<file path="config.mk">
export PLATFORM = sky130hd
export DESIGN_NAME = hyper_eot_evt_router
export DESIGN_NICKNAME = d
export VERILOG_FILES = /design/src/rtl/hyper_eot_evt_router.sv
export SDC_FILE = /design/constraint.sdc
export NUM_CORES = 1
export LEC_CHECK = 0
export CORE_UTILIZATION = 54
export CTS_BUF_LIST = sky130_fd_sc_hd__clkbuf_8 sky130_fd_sc_hd__clkbuf_16
export DETAILED_ROUTE_END_ITERATION = 16
export PLACE_DENSITY = 0.84
export RECOVER_POWER = 50
export SETUP_SLACK_MARGIN = 0.05
export SYNTH_ARGS = -nofsm -noshare
export SYNTH_HDL_FRONTEND = slang
export SYNTH_SLANG_ARGS = --single-unit
export TNS_END_PERCENT = 10
</file>
<file path="constraint.sdc">
create_clock -name sys_clk_i -period 2.1 [get_ports sys_clk_i]
set_input_delay 0.42 -clock sys_clk_i [delete_from_list [all_inputs] [get_ports sys_clk_i]]
set_output_delay 0.42 -clock sys_clk_i [all_outputs]
set_load 0.05 [all_outputs]
</file>
<file path="src/rtl/hyper_eot_evt_router.sv">
// Per-channel router of HyperBus EOT pulses onto read-EOT / write-EOT events, using a direction FIFO (MODE=1) or a sticky last-direction register (MODE=0).
// Latency: every evt_o bit follows its cause by exactly one cycle; level_o and the error flags update on the same edge.
// Backpressure: none; a launch into a full queue is dropped and flagged, and an EOT with nothing to route is flagged.
module hyper_eot_evt_router #(
    parameter  int NB_CH = 2,
    parameter  int DEPTH = 4,
    parameter  int MODE  = 1,
    localparam int CNT_W = $clog2(DEPTH + 1)
) (
    input  logic                   sys_clk_i,
    input  logic                   rstn_i,
    input  logic                   clr_i,
    input  logic [NB_CH-1:0]       rx_evt_i,
    input  logic [NB_CH-1:0]       tx_evt_i,
    input  logic [NB_CH-1:0]       eot_i,
    output logic [4*NB_CH-1:0]     evt_o,
    output logic [NB_CH*CNT_W-1:0] level_o,
    output logic [NB_CH-1:0]       err_ovf_o,
    output logic [NB_CH-1:0]       err_udf_o,
    output logic [NB_CH-1:0]       err_conf_o
);

    localparam int PTR_W = (DEPTH > 1) ? $clog2(DEPTH) : 1;
    localparam logic [PTR_W-1:0] PTR_LAST  = PTR_W'(DEPTH - 1);
    localparam logic [CNT_W-1:0] CNT_FULL  = CNT_W'(DEPTH);

    function automatic logic [PTR_W-1:0] ptr_inc(input logic [PTR_W-1:0] p);
        return (p == PTR_LAST) ? '0 : p + 1'b1;
    endfunction

    for (genvar c = 0; c < NB_CH; c++) begin : g_ch
        logic rx;
        logic tx;
        logic eot;
        logic push;
        logic conf;

        assign rx   = rx_evt_i[c];
        assign tx   = tx_evt_i[c];
        assign eot  = eot_i[c];
        assign push = rx ^ tx;
        assign conf = rx & tx;

        // Filled in by the mode-specific block: which way this cycle's EOT goes, if at all.
        logic             route_vld;
        logic             route_dir;
        logic             ovf_set;
        logic             udf_set;
        logic [CNT_W-1:0] level;

        if (MODE == 0) begin : g_sticky
            logic dir_d;
            logic dir_q;

            always_comb begin
                dir_d = dir_q;
                if (clr_i) begin
                    dir_d = 1'b0;
                end else if (push) begin
                    dir_d = rx;
                end
            end

            // A launch in the EOT cycle decides that EOT.
            assign route_vld = eot;
            assign route_dir = push ? rx : dir_q;
            assign ovf_set   = 1'b0;
            assign udf_set   = 1'b0;
            assign level     = '0;

            always_ff @(posedge sys_clk_i or negedge rstn_i) begin
                if (!rstn_i) begin
                    dir_q <= 1'b0;
                end else begin
                    dir_q <= dir_d;
                end
            end
        end else begin : g_fifo
            logic [DEPTH-1:0] mem_d;
            logic [DEPTH-1:0] mem_q;
            logic [PTR_W-1:0] rd_ptr_d;
            logic [PTR_W-1:0] rd_ptr_q;
            logic [PTR_W-1:0] wr_ptr_d;
            logic [PTR_W-1:0] wr_ptr_q;
            logic [CNT_W-1:0] cnt_d;
            logic [CNT_W-1:0] cnt_q;
            logic             empty;
            logic             full;
            logic             pop;
            logic             store;

            assign empty = (cnt_q == '0);
            assign full  = (cnt_q == CNT_FULL);

            always_comb begin
                mem_d     = mem_q;
                rd_ptr_d  = rd_ptr_q;
                wr_ptr_d  = wr_ptr_q;
                cnt_d     = cnt_q;
                pop       = 1'b0;
                store     = 1'b0;
                route_vld = 1'b0;
                route_dir = 1'b0;
                ovf_set   = 1'b0;
                udf_set   = 1'b0;

                if (clr_i) begin
                    rd_ptr_d = '0;
                    wr_ptr_d = '0;
                    cnt_d    = '0;
                end else begin
                    if (eot) begin
                        if (!empty) begin
                            pop       = 1'b1;
                            route_vld = 1'b1;
                            route_dir = mem_q[rd_ptr_q];
                        end else if (push) begin
                            // Empty queue: the launch is consumed directly by this EOT.
                            route_vld = 1'b1;
                            route_dir = rx;
                        end else begin
                            udf_set = 1'b1;
                        end
                    end

                    if (push && !(eot && empty)) begin
                        if (!full || pop) begin
                            store = 1'b1;
                        end else begin
                            ovf_set = 1'b1;
                        end
                    end

                    if (pop) begin
                        rd_ptr_d = ptr_inc(rd_ptr_q);
                    end
                    if (store) begin
                        mem_d[wr_ptr_q] = rx;
                        wr_ptr_d        = ptr_inc(wr_ptr_q);
                    end
                    if (store && !pop) begin
                        cnt_d = cnt_q + 1'b1;
                    end else if (pop && !store) begin
                        cnt_d = cnt_q - 1'b1;
                    end
                end
            end

            assign level = cnt_q;

            always_ff @(posedge sys_clk_i or negedge rstn_i) begin
                if (!rstn_i) begin
                    mem_q    <= '0;
                    rd_ptr_q <= '0;
                    wr_ptr_q <= '0;
                    cnt_q    <= '0;
                end else begin
                    mem_q    <= mem_d;
                    rd_ptr_q <= rd_ptr_d;
                    wr_ptr_q <= wr_ptr_d;
                    cnt_q    <= cnt_d;
                end
            end
        end

        logic [3:0] evt_d;
        logic [3:0] evt_q;
        logic       ovf_d;
        logic       ovf_q;
        logic       udf_d;
        logic       udf_q;
        logic       conf_d;
        logic       conf_q;

        always_comb begin
            evt_d  = {2'b00, tx, rx};
            ovf_d  = ovf_q | ovf_set;
            udf_d  = udf_q | udf_set;
            conf_d = conf_q | conf;
            if (clr_i) begin
                ovf_d  = 1'b0;
                udf_d  = 1'b0;
                conf_d = 1'b0;
            end else if (route_vld) begin
                evt_d[3] = ~route_dir;
                evt_d[2] = route_dir;
            end
        end

        always_ff @(posedge sys_clk_i or negedge rstn_i) begin
            if (!rstn_i) begin
                evt_q  <= '0;
                ovf_q  <= 1'b0;
                udf_q  <= 1'b0;
                conf_q <= 1'b0;
            end else begin
                evt_q  <= evt_d;
                ovf_q  <= ovf_d;
                udf_q  <= udf_d;
                conf_q <= conf_d;
            end
        end

        assign evt_o[4*c +: 4]          = evt_q;
        assign level_o[c*CNT_W +: CNT_W] = level;
        assign err_ovf_o[c]             = ovf_q;
        assign err_udf_o[c]             = udf_q;
        assign err_conf_o[c]            = conf_q;
    end

endmodule
</file>
Yosys cells after proc, flatten, opt, wreduce, memory -nomap -nowiden
Cells that the tools add are included.
Widths: inputs -> output; s select.
{"block": "word_totals", "mem_bits_ro": 0, "out_inout_bits": 20, "latchBits": 0, "mem_count": 0, "reg_bits": 36, "ramBits": 0}
{"block": "classes", "bitwise": 13, "multipliers": 0, "reduce_logical": 30, "n_eq_ne": 6, "muxes": 80, "order_cmp": 6, "n_addsub": 8, "div_mod_pow": 0, "shift": 0}
{"cell": "$mux 1", "n": 52}
{"cell": "$mux 2", "n": 16}
{"cell": "$mux 3", "n": 6}
{"cell": "$lt 2x3->1 const B", "n": 4}
{"cell": "$logic_and 1x1->1", "n": 10}
{"cell": "$add 2x1->2 const B", "n": 4}
{"cell": "$bwmux 4", "n": 2}
{"cell": "$eq 2x2->1 const B", "n": 4}
{"cell": "$logic_not 1->1", "n": 8}
{"cell": "$reduce_bool 2->1", "n": 4}
{"cell": "$add 3x1->3 const B", "n": 2}
{"cell": "$eq 3x3->1 const B", "n": 2}
{"cell": "$logic_not 3->1", "n": 2}
{"cell": "$or 1x1->1", "n": 6}
{"cell": "$reduce_bool 3->1", "n": 2}
{"cell": "$sub 3x1->3 const B", "n": 2}
{"cell": "$bmux 1 s2", "n": 2}
{"cell": "$demux 1 s2", "n": 2}
{"cell": "$ge 2x1->1 const B", "n": 2}
{"cell": "$reduce_and 2->1", "n": 2}
{"cell": "$not 1->1", "n": 3}
{"cell": "$and 1x1->1", "n": 2}
{"cell": "$logic_or 1x1->1", "n": 2}
{"cell": "$xor 1x1->1", "n": 2}

Longest topological paths before layout
Gate-level depths: netlist of the first run.
{"block": "logic_depth", "depth_word": 13, "depth_mapped": 9, "mapped_depth_nobuf": 8}

Worst setup path before layout of the first run
OpenSTA, ideal clock, no wires.
{"block": "synth_timing", "path_type": "reg2reg", "start": "register g_ch[0].g_fifo.cnt_q[0]", "end": "register g_ch[0].g_fifo.cnt_q[2]", "setup_slack_ns": -0.110, "t_required_ns": 2.023, "period_less_slack_ns": 2.210, "setup_ns": 0.077, "arrival_ns": 2.133, "path_stages_with_launch": 7, "path_cell_list": "dfrtp_1 clkbuf_1 inv_1 fa_1 or3_1 a21o_1 a21oi_1"}
{"block": "synth_via", "elab_chain_cells": 11, "word_cells_on_any_way": 23, "cone_classes": "add/sub (2); eq/ne (1); mux (9); reduce/logical (11)"}
{"item": "from (decl)", "line_no": "86", "text": "logic [CNT_W-1:0] cnt_q;"}
{"item": "from (signal assigned)", "line_no": "161", "text": "cnt_q <= cnt_d;"}
{"item": "$logic_not 3->1", "line_no": "92", "text": "assign empty = (cnt_q == '0);"}
{"item": "$mux 1", "line_no": "113", "text": "if (!empty) begin"}
{"item": "$mux 1", "line_no": "112", "text": "if (eot) begin"}
{"item": "$mux 1", "line_no": "107", "text": "if (clr_i) begin"}
{"item": "$logic_or 1x1->1", "line_no": "127", "text": "if (!full || pop) begin"}
{"item": "$mux 1", "line_no": "127"}
{"item": "$mux 1", "line_no": "126", "text": "if (push && !(eot && empty)) begin"}
{"item": "$mux 1", "line_no": "107"}
{"item": "$logic_and 1x1->1 / $logic_not 1->1 (equally long branches)", "line_no": "141, 143"}
{"item": "$mux 3 / $logic_and 1x1->1 (equally long branches)", "line_no": "141, 143"}
{"item": "$mux 3 / $reduce_bool 3->1 (equally long branches)"}
Parallel ways exist; a longest one is shown, timed or not. The select of a mux whose other input is x is not followed.
A chain may end at the register's enable or synchronous reset.

Worst setup path in the final report of the first run
{"block": "layout_timing", "start": "input clr_i", "end": "register g_ch[0].g_fifo.mem_q[0]"}
{"block": "layout_via", "elab_chain_cells": 2}
{"item": "from (decl)", "line_no": "12", "text": "input logic clr_i,"}
{"item": "$not 1->1 (no line)"}
{"item": "$reduce_and 2->1 (no line)"}
{"item": "to (signal assigned)", "line_no": "158", "text": "mem_q <= mem_d;"}
{"item": "to (decl)", "line_no": "80", "text": "logic [DEPTH-1:0] mem_q;"}
No other way between the ends.

==> results of run 1 <==
==> power by group through the flow <==
stage          clock network, mW  logic (mW)  registers [mW]
2_1_floorplan                  0       0.544            1.03
3_3_place_gp                   0       0.854           0.943
3_5_place_dp                   0       0.873           0.952
4_1_cts                    0.862       0.910           0.943
5_1_grt                    0.892       0.997           0.962
6_report                   0.847       0.918           0.943
==> cell usage after synthesis, types with 3 or more instances <==
master and n:
dfrtp_1 36, nor2_1 17, ha_1 14, a21oi_1 12, inv_1 12, o311ai_1 9, buf_4 8, mux2_1 8
nand2b_1 8, nand2_1 6, nand3_1 6, o31ai_1 5, a31oi_1 4, buf_2 4, clkbuf_1 4, or3_1 4
xnor2_1 4, buf_6 3, nor3_1 3
==> repair_timing <==
action,CTS,global route
buffers inserted,2,0
setup endpoints to repair,8,6
pin swaps,3,3
resized for setup,7,5
==> critical path, delay by kind of cell <==
family,cells,cell delay [ns]
AOI/OAI and AO/OA,1,0.19
buffers and inverters,2,1.02
and+or+nand+nor,1,0.22
muxes,1,0.38
==> through the flow <==
step / hold slack (ns) / power, mW / utilization / setup TNS, ns
after floorplan: 0.124 / 1.58 / - / 0
after global placement: 0.471 / 1.80 / 0.670 / -2.44
after detailed placement: 0.483 / 1.83 / 0.670 / -3.03
after CTS: 0.421 / 2.71 / 0.722 / 0
after global routing: 0.417 / 2.85 / 0.725 / -0.00235
final: 0.424 / 2.71 / 0.725 / 0
==> cells by family after synthesis <==
group,count (synthesis)
xor+xnor,6
simple gates,51
flops,36
mux,14
fa+ha+maj,16
buf+inv,31
compound gates,42
==> path summary, 6_finish.rpt <==
path	from	endpoint	slack, ns	cells after the start
worst min-delay path	tx_evt_i[0]	g_ch[0].evt_q[1]	0.42	1
worst max-delay path	clr_i	g_ch[0].g_fifo.mem_q[0]	0.04	5
worst max register to register	g_ch[0].g_fifo.cnt_q[1]	g_ch[0].g_fifo.cnt_q[2]	0.21	6
min in group asynchronous	rstn_i	g_ch[1].g_fifo.cnt_q[0]	0.78	2
worst min register to register	g_ch[1].g_fifo.mem_q[1]	g_ch[1].g_fifo.mem_q[1]	0.50	1
max in group asynchronous	rstn_i	g_ch[1].g_fifo.cnt_q[1]	0.70	2
==> final cells by class <==
class	count	area share
well taps	48	0.0225
inverters	12	0.0168
clock inverters	3	0.0337
clock buffers	5	0.0257
flip-flops and latches	36	0.338
repair buffers	51	0.163
multi-input cells	129	0.400
==> routing by layer <==
| metal | wire length (um) | part of all wire | vias up | track usage |
|---|---|---|---|---|
| li1 | - | - | 774 | - |
| met1 | 2060 | 0.46 | 820 | 0.331 |
| met2 | 2130 | 0.47 | 59 | 0.392 |
| met3 | 182 | 0.040 | 14 | 0.0536 |
| met4 | 140 | 0.031 | 0 | 0.125 |
| met5 | 0 | 0 | - | 0 |
==> flip-flops by register name (all words and copies together) (netlist names) <==
signal / count
g_ch.udf_q: 2
g_ch.evt_q: 8
g_ch.g_fifo.rd_ptr_q: 4
g_ch.conf_q: 2
g_ch.g_fifo.cnt_q: 6
g_ch.g_fifo.wr_ptr_q: 4
g_ch.g_fifo.mem_q: 8
g_ch.ovf_q: 2
==> qor.yml, run 1 <==
status: "finished clean"
numCtsBuffers: 5
finClkSkew_ns: 0.00817
routed_wl_um: 4510
multi_input_area_um2: 1070
drtIter0Drc: 127
synth_fa_ha_area_frac: 0.102
finalCriticalPeriod_ns: 2.06
setup.worst_path.start_class: "input pin"
synthesis.area_um2: 2100
synth_top_family_by_area: "compound AO/OA/AOI/OAI gates"
drtPass1Iterations: 4
worstPathCellList: "clkdlybuf4s50_1 > clkbuf_1 > nor2_1 > o311ai_1 > mux2_1"
root_buffer: "clkbuf_8"
start_util: 0.570
cpPeakStageDelay_ns: 0.57
setup.worst_path.end_class: "register"
setup_violations: 0
grt_remaining_overflow: 0
switching_share: 0.330
syn_inst: 196
cap_violations: 0
via_per_inst: 5.87
io_buffers: 28
place_inst: 274
clk_pin_slew_ns: 0.08
slowest_stage: "clkbuf_1"
hp-class: "in2reg"
stdcell_area_um2: 2670
core-area_um2: 3690
detail-route-antenna-nets: 0
track_usage: 0.252
worstMarginPinSlew_ns: 0.884
fillers: 251
power_density_nw_per_um2: 1010
rows: 22
synthTopCellsByArea: "dfrtp_1 43%, ha_1 8.3%, mux2_1 4.3%, o311ai_1 3.8%, nor2_1 3.0%"
clkPwrFrac: 0.313
placed_area_um2: 2470
drc: 0
cts_tree: "yes"
wl_per_cell_um: 15.9
antenna_found_initial: 0
async_flop_share: 1.00
p_sw_mw: 0.893
critical_path_class: "in2reg"
period_share: 0.979
intPower_mw: 1.82
max_clock_freq_mhz: 486
synthMuxAreaShare: 0.0881
synth_edf_count: 0
p_seq_frac: 0.348
die_w_um: 64.4
syn_to_final_growth_pct: 27.3
relSlewSlack: 0.411
ys_types: 36
synth_simple_gate_area_frac: 0.126
synth_area_leader_cell: "dfrtp_1"
cts.hold.buffers_added: 0
ff_latch_area_um2: 905
first_global_vias: 1668
worstPathRequired_ns: 2.27
ys_ff_latch: 36
peakVddDrop_v: 0.000447
synth-compound-area-share: 0.140
place_ws_ns: -0.447
die_y_um: 64.4
grt_max_degree: 37
hold_viol_final: 0
p_leak_nw: 1.21
ios: 29
rsz0062_at_grt: "yes"
worstSkewPairLatency_ns: 0.29
final_max_slew_viol_count: 0
cts.path.max_buffers: 2
synthesis.nets: 221
final_common_cell: "dfrtp_1"
n_antenna_cell: 0
worstPathMaxFanout: 15
layout_common_cells: "33 x dfrtp_1, 21 x buf_4, 18 x clkdlybuf4s50_1"
place_congestion: 0.777
yosysWarnings: 0
grt_first_pass_wirelength_um: 7820
synthXorXnorAreaFrac: 0.0322
h-tree-depth: 2
via_count: 1667
final_nets: 260
drive_above_1_share: 0.208
yosysTopAreaCellShare: 0.429
dieArea_um2: 4140
combPwrFrac: 0.339
hpwl_um: 2900
crit_arrival_ns: 2.23
ys_seq_area_frac: 0.429
fin_ws_ns: 0.0443
synth_ff_type: "dfrtp_1"
instances_no_fill: 284
cts.sinks: 36
synth.avg_cell_area_um2: 10.7
No activity file was read; power rests on OpenSTA's default activity.
==> run 2, diff against run 1 <==
--- a/config.mk
+++ b/config.mk
@@ -11,6 +11,7 @@
 export PLACE_DENSITY = 0.84
 export RECOVER_POWER = 50
 export SETUP_SLACK_MARGIN = 0.05
+export SLEW_MARGIN = 20
 export SYNTH_ARGS = -nofsm -noshare
 export SYNTH_HDL_FRONTEND = slang
 export SYNTH_SLANG_ARGS = --single-unit
==> results of run 2 <==
No change in the layout: final DEF, timing and power equal those of run 1.
==> run 3, diff against run 2 <==
--- a/config.mk
+++ b/config.mk
@@ -5,6 +5,8 @@
 export SDC_FILE = /design/constraint.sdc
 export NUM_CORES = 1
 export LEC_CHECK = 0
+export ABC_AREA = 1
+export CORE_ASPECT_RATIO = 0.7
 export CORE_UTILIZATION = 54
 export CTS_BUF_LIST = sky130_fd_sc_hd__clkbuf_8 sky130_fd_sc_hd__clkbuf_16
 export DETAILED_ROUTE_END_ITERATION = 16
==> run 3 against run 2 <==
Utilization decreased by 0.37 points. Final area decreased by 3.4%. Critical path type is now reg2out. Synthesized cell count increased by 22%. First-iteration DRC count decreased by 47%. Clock skew decreased by 0.0038 ns. Largest power group is now combinational cells. Critical endpoint is now level_o[0].
==> qor.yml, run 3 <==
multi_input_area_um2: 996
via_per_inst: 5.09
synth_common_cells: "59 x nand2_1, 36 x dfrtp_1, 23 x inv_1, 23 x nand3_1, 20 x nor2_1"
setup.worst_path.start_class: "register"
p_leak_nw: 1.29
synth_area_leader_cell: "dfrtp_1"
crit_arrival_ns: 1.56
rows: 18
drive_above_1_share: 0.144
hp-class: "in2reg"
layout_common_cells: "59 x nand2_1, 35 x dfrtp_1, 24 x inv_1, 24 x clkdlybuf4s50_1, 23 x nand3_1"
peakVddDrop_v: 0.000737
path_buf_inv: 1
hp-start: "tx_evt_i[0]"
drc: 0
dieArea_um2: 4080
n_antenna_cell: 0
drtPass1Iterations: 4
finClkSkew_ns: 0.00437
ys_types: 30
worstMarginPinSlew_ns: 0.876
yosysMostFrequentCell: "nand2_1"
clk_pin_slew_ns: 0.07
final_max_slew_viol_count: 0
via_count: 1699
drtIter0Drc: 67
rsz0062_at_grt: "no"
cap_violations: 0
track_usage: 0.241
worstPathCellList: "clkdlybuf4s50_1"
period_share: 0.943
routed_wl_um: 4210
yosysTopAreaCellShare: 0.436
syn_inst: 239
synth.avg_cell_area_um2: 8.64
placed_area_um2: 2480
syn_to_final_growth_pct: 25.0
synthesis.area_um2: 2070
first_global_vias: 1601
relSlewSlack: 0.416
async_flop_share: 1.00
finalCriticalPeriod_ns: 1.98
setup_violations: 0
whs_path_depth: 1
io_buffers: 28
ys_seq_area_frac: 0.436
start_util: 0.577
core-area_um2: 3580
place_congestion: 0.838
ff_latch_area_um2: 902
r2r_slack_ns: 0.30
final_nets: 308
cts.hold.buffers_added: 0
status: "finished clean"
synth_ff_type: "dfrtp_1"
h-tree-depth: 2
die_y_um: 53.7
numCtsBuffers: 5
cpPeakStageDelay_ns: 0.84
detail-route-antenna-nets: 0
path_delay_family: "buffers and inverters"
hpwl_um: 3050
synthesis.nets: 264
hold_viol_final: 0
fillers: 259
ys_ff_latch: 36
cts_setup_buffers: 0
worstHoldEndpoint: "g_ch[0].evt_q[1]"
root_buffer: "clkbuf_8"
cts_tree: "yes"
grt_remaining_overflow: 0
worstPathMaxFanout: 4
max_clock_freq_mhz: 505
grt_first_pass_wirelength_um: 7410
slowest_stage: "clkdlybuf4s50_1"
die_w_um: 75.9
wl_per_cell_um: 12.6
worst-r2r-cell-count: 11
reg2reg_to: "g_ch[0].g_fifo.cnt_q[2]"
synthTopCellsByArea: "dfrtp_1 44%, nand2_1 11%, ha_1 8.5%, nand3_1 5.6%, inv_1 4.2%"
p_total_mw: 2.75
r2r-start: "g_ch[0].g_fifo.cnt_q[1]"
final_common_cell: "nand2_1"
antenna_found_initial: 0
ios: 29
stdcell_area_um2: 2580
critical_path_class: "reg2out"
cts.path.max_buffers: 2
cts.sinks: 36
worstPathRequired_ns: 1.68
worstSkewPairLatency_ns: 0.29
setup.worst_path.end_class: "output pin"
synth_edf_count: 0
grt_max_degree: 37
power_density_nw_per_um2: 1070
top_regs: "g_ch.evt_q: 8 flops, g_ch.g_fifo.mem_q: 8 flops, g_ch.g_fifo.cnt_q: 6 flops"
yosysWarnings: 0
## run 3: final cells by class
cell class	instances	area share
Clock buffer	5	0.0266
Clock inverter	3	0.0150
Inverter	28	0.0460
Multi-Input combinational cell	166	0.386
Sequential cell	36	0.349
Tap cell	50	0.0242
Timing Repair Buffer	46	0.153
## run 3: report_power, final
group          total [mW]  switching, mW  internal (mW)
registers           0.991          0.139          0.852
clock network       0.602          0.254          0.347
logic                1.16          0.748          0.411
total                2.75           1.14           1.61
## run 3: timing repair
item / in CTS / in global routing
gates cloned: 0 / 0
gates resized for setup: 1 / 2
pin swaps: 0 / 1
endpoints found under the setup margin: 1 / 1
## run 3: logic make-up after synthesis
logic type | count (synthesis) | share of synthesized area
AND/OR/NAND/NOR | 127 | 0.303
buffers and inverters | 37 | 0.0878
flip-flops | 36 | 0.436
AO/OA/AOI/OAI | 22 | 0.0642
adder cells (fa/ha/maj) | 16 | 0.104
XOR/XNOR | 1 | 0.00424
## run 3: worst max path at each step
| stage | cells after the start | slack, ns | startpoint | endpoint |
|---|---|---|---|---|
| 2_1_floorplan | 11 | 0.12 | g_ch[0].g_fifo.cnt_q[1] | g_ch[0].g_fifo.cnt_q[2] |
| 3_3_place_gp | 13 | -0.28 | tx_evt_i[0] | g_ch[0].g_fifo.cnt_q[2] |
| 3_5_place_dp | 13 | -0.35 | tx_evt_i[0] | g_ch[0].g_fifo.cnt_q[2] |
| 4_1_cts | 12 | 0.07 | rx_evt_i[0] | g_ch[0].g_fifo.cnt_q[2] |
| 5_1_grt | 12 | 0.06 | eot_i[0] | g_ch[0].g_fifo.cnt_q[2] |
| 6_report | 1 | 0.12 | g_ch[0].g_fifo.cnt_q[0] | level_o[0] |
## run 3: metal layers
| layer | up-vias | track usage | routed length [um] |
|---|---|---|---|
| met3 | 7 | 0.0475 | 233 |
| met2 | 48 | 0.362 | 1790 |
| met4 | 0 | 0.0962 | 65 |
| li1 | 851 | - | - |
| met1 | 793 | 0.349 | 2120 |
| met5 | - | 0 | 0 |
## run 3: through the flow
stage,util,cells,TNS [ns],worst slack (ns),hold slack (ns)
3_3_place_gp,0.693,326,-0.536,-0.276,0.454
5_1_grt,0.721,334,0,0.0556,0.438
2_1_floorplan,-,239,0,0.123,0.124
3_5_place_dp,0.693,326,-0.677,-0.348,0.458
4_1_cts,0.723,334,0,0.0700,0.413
6_report,0.721,334,0,0.120,0.422
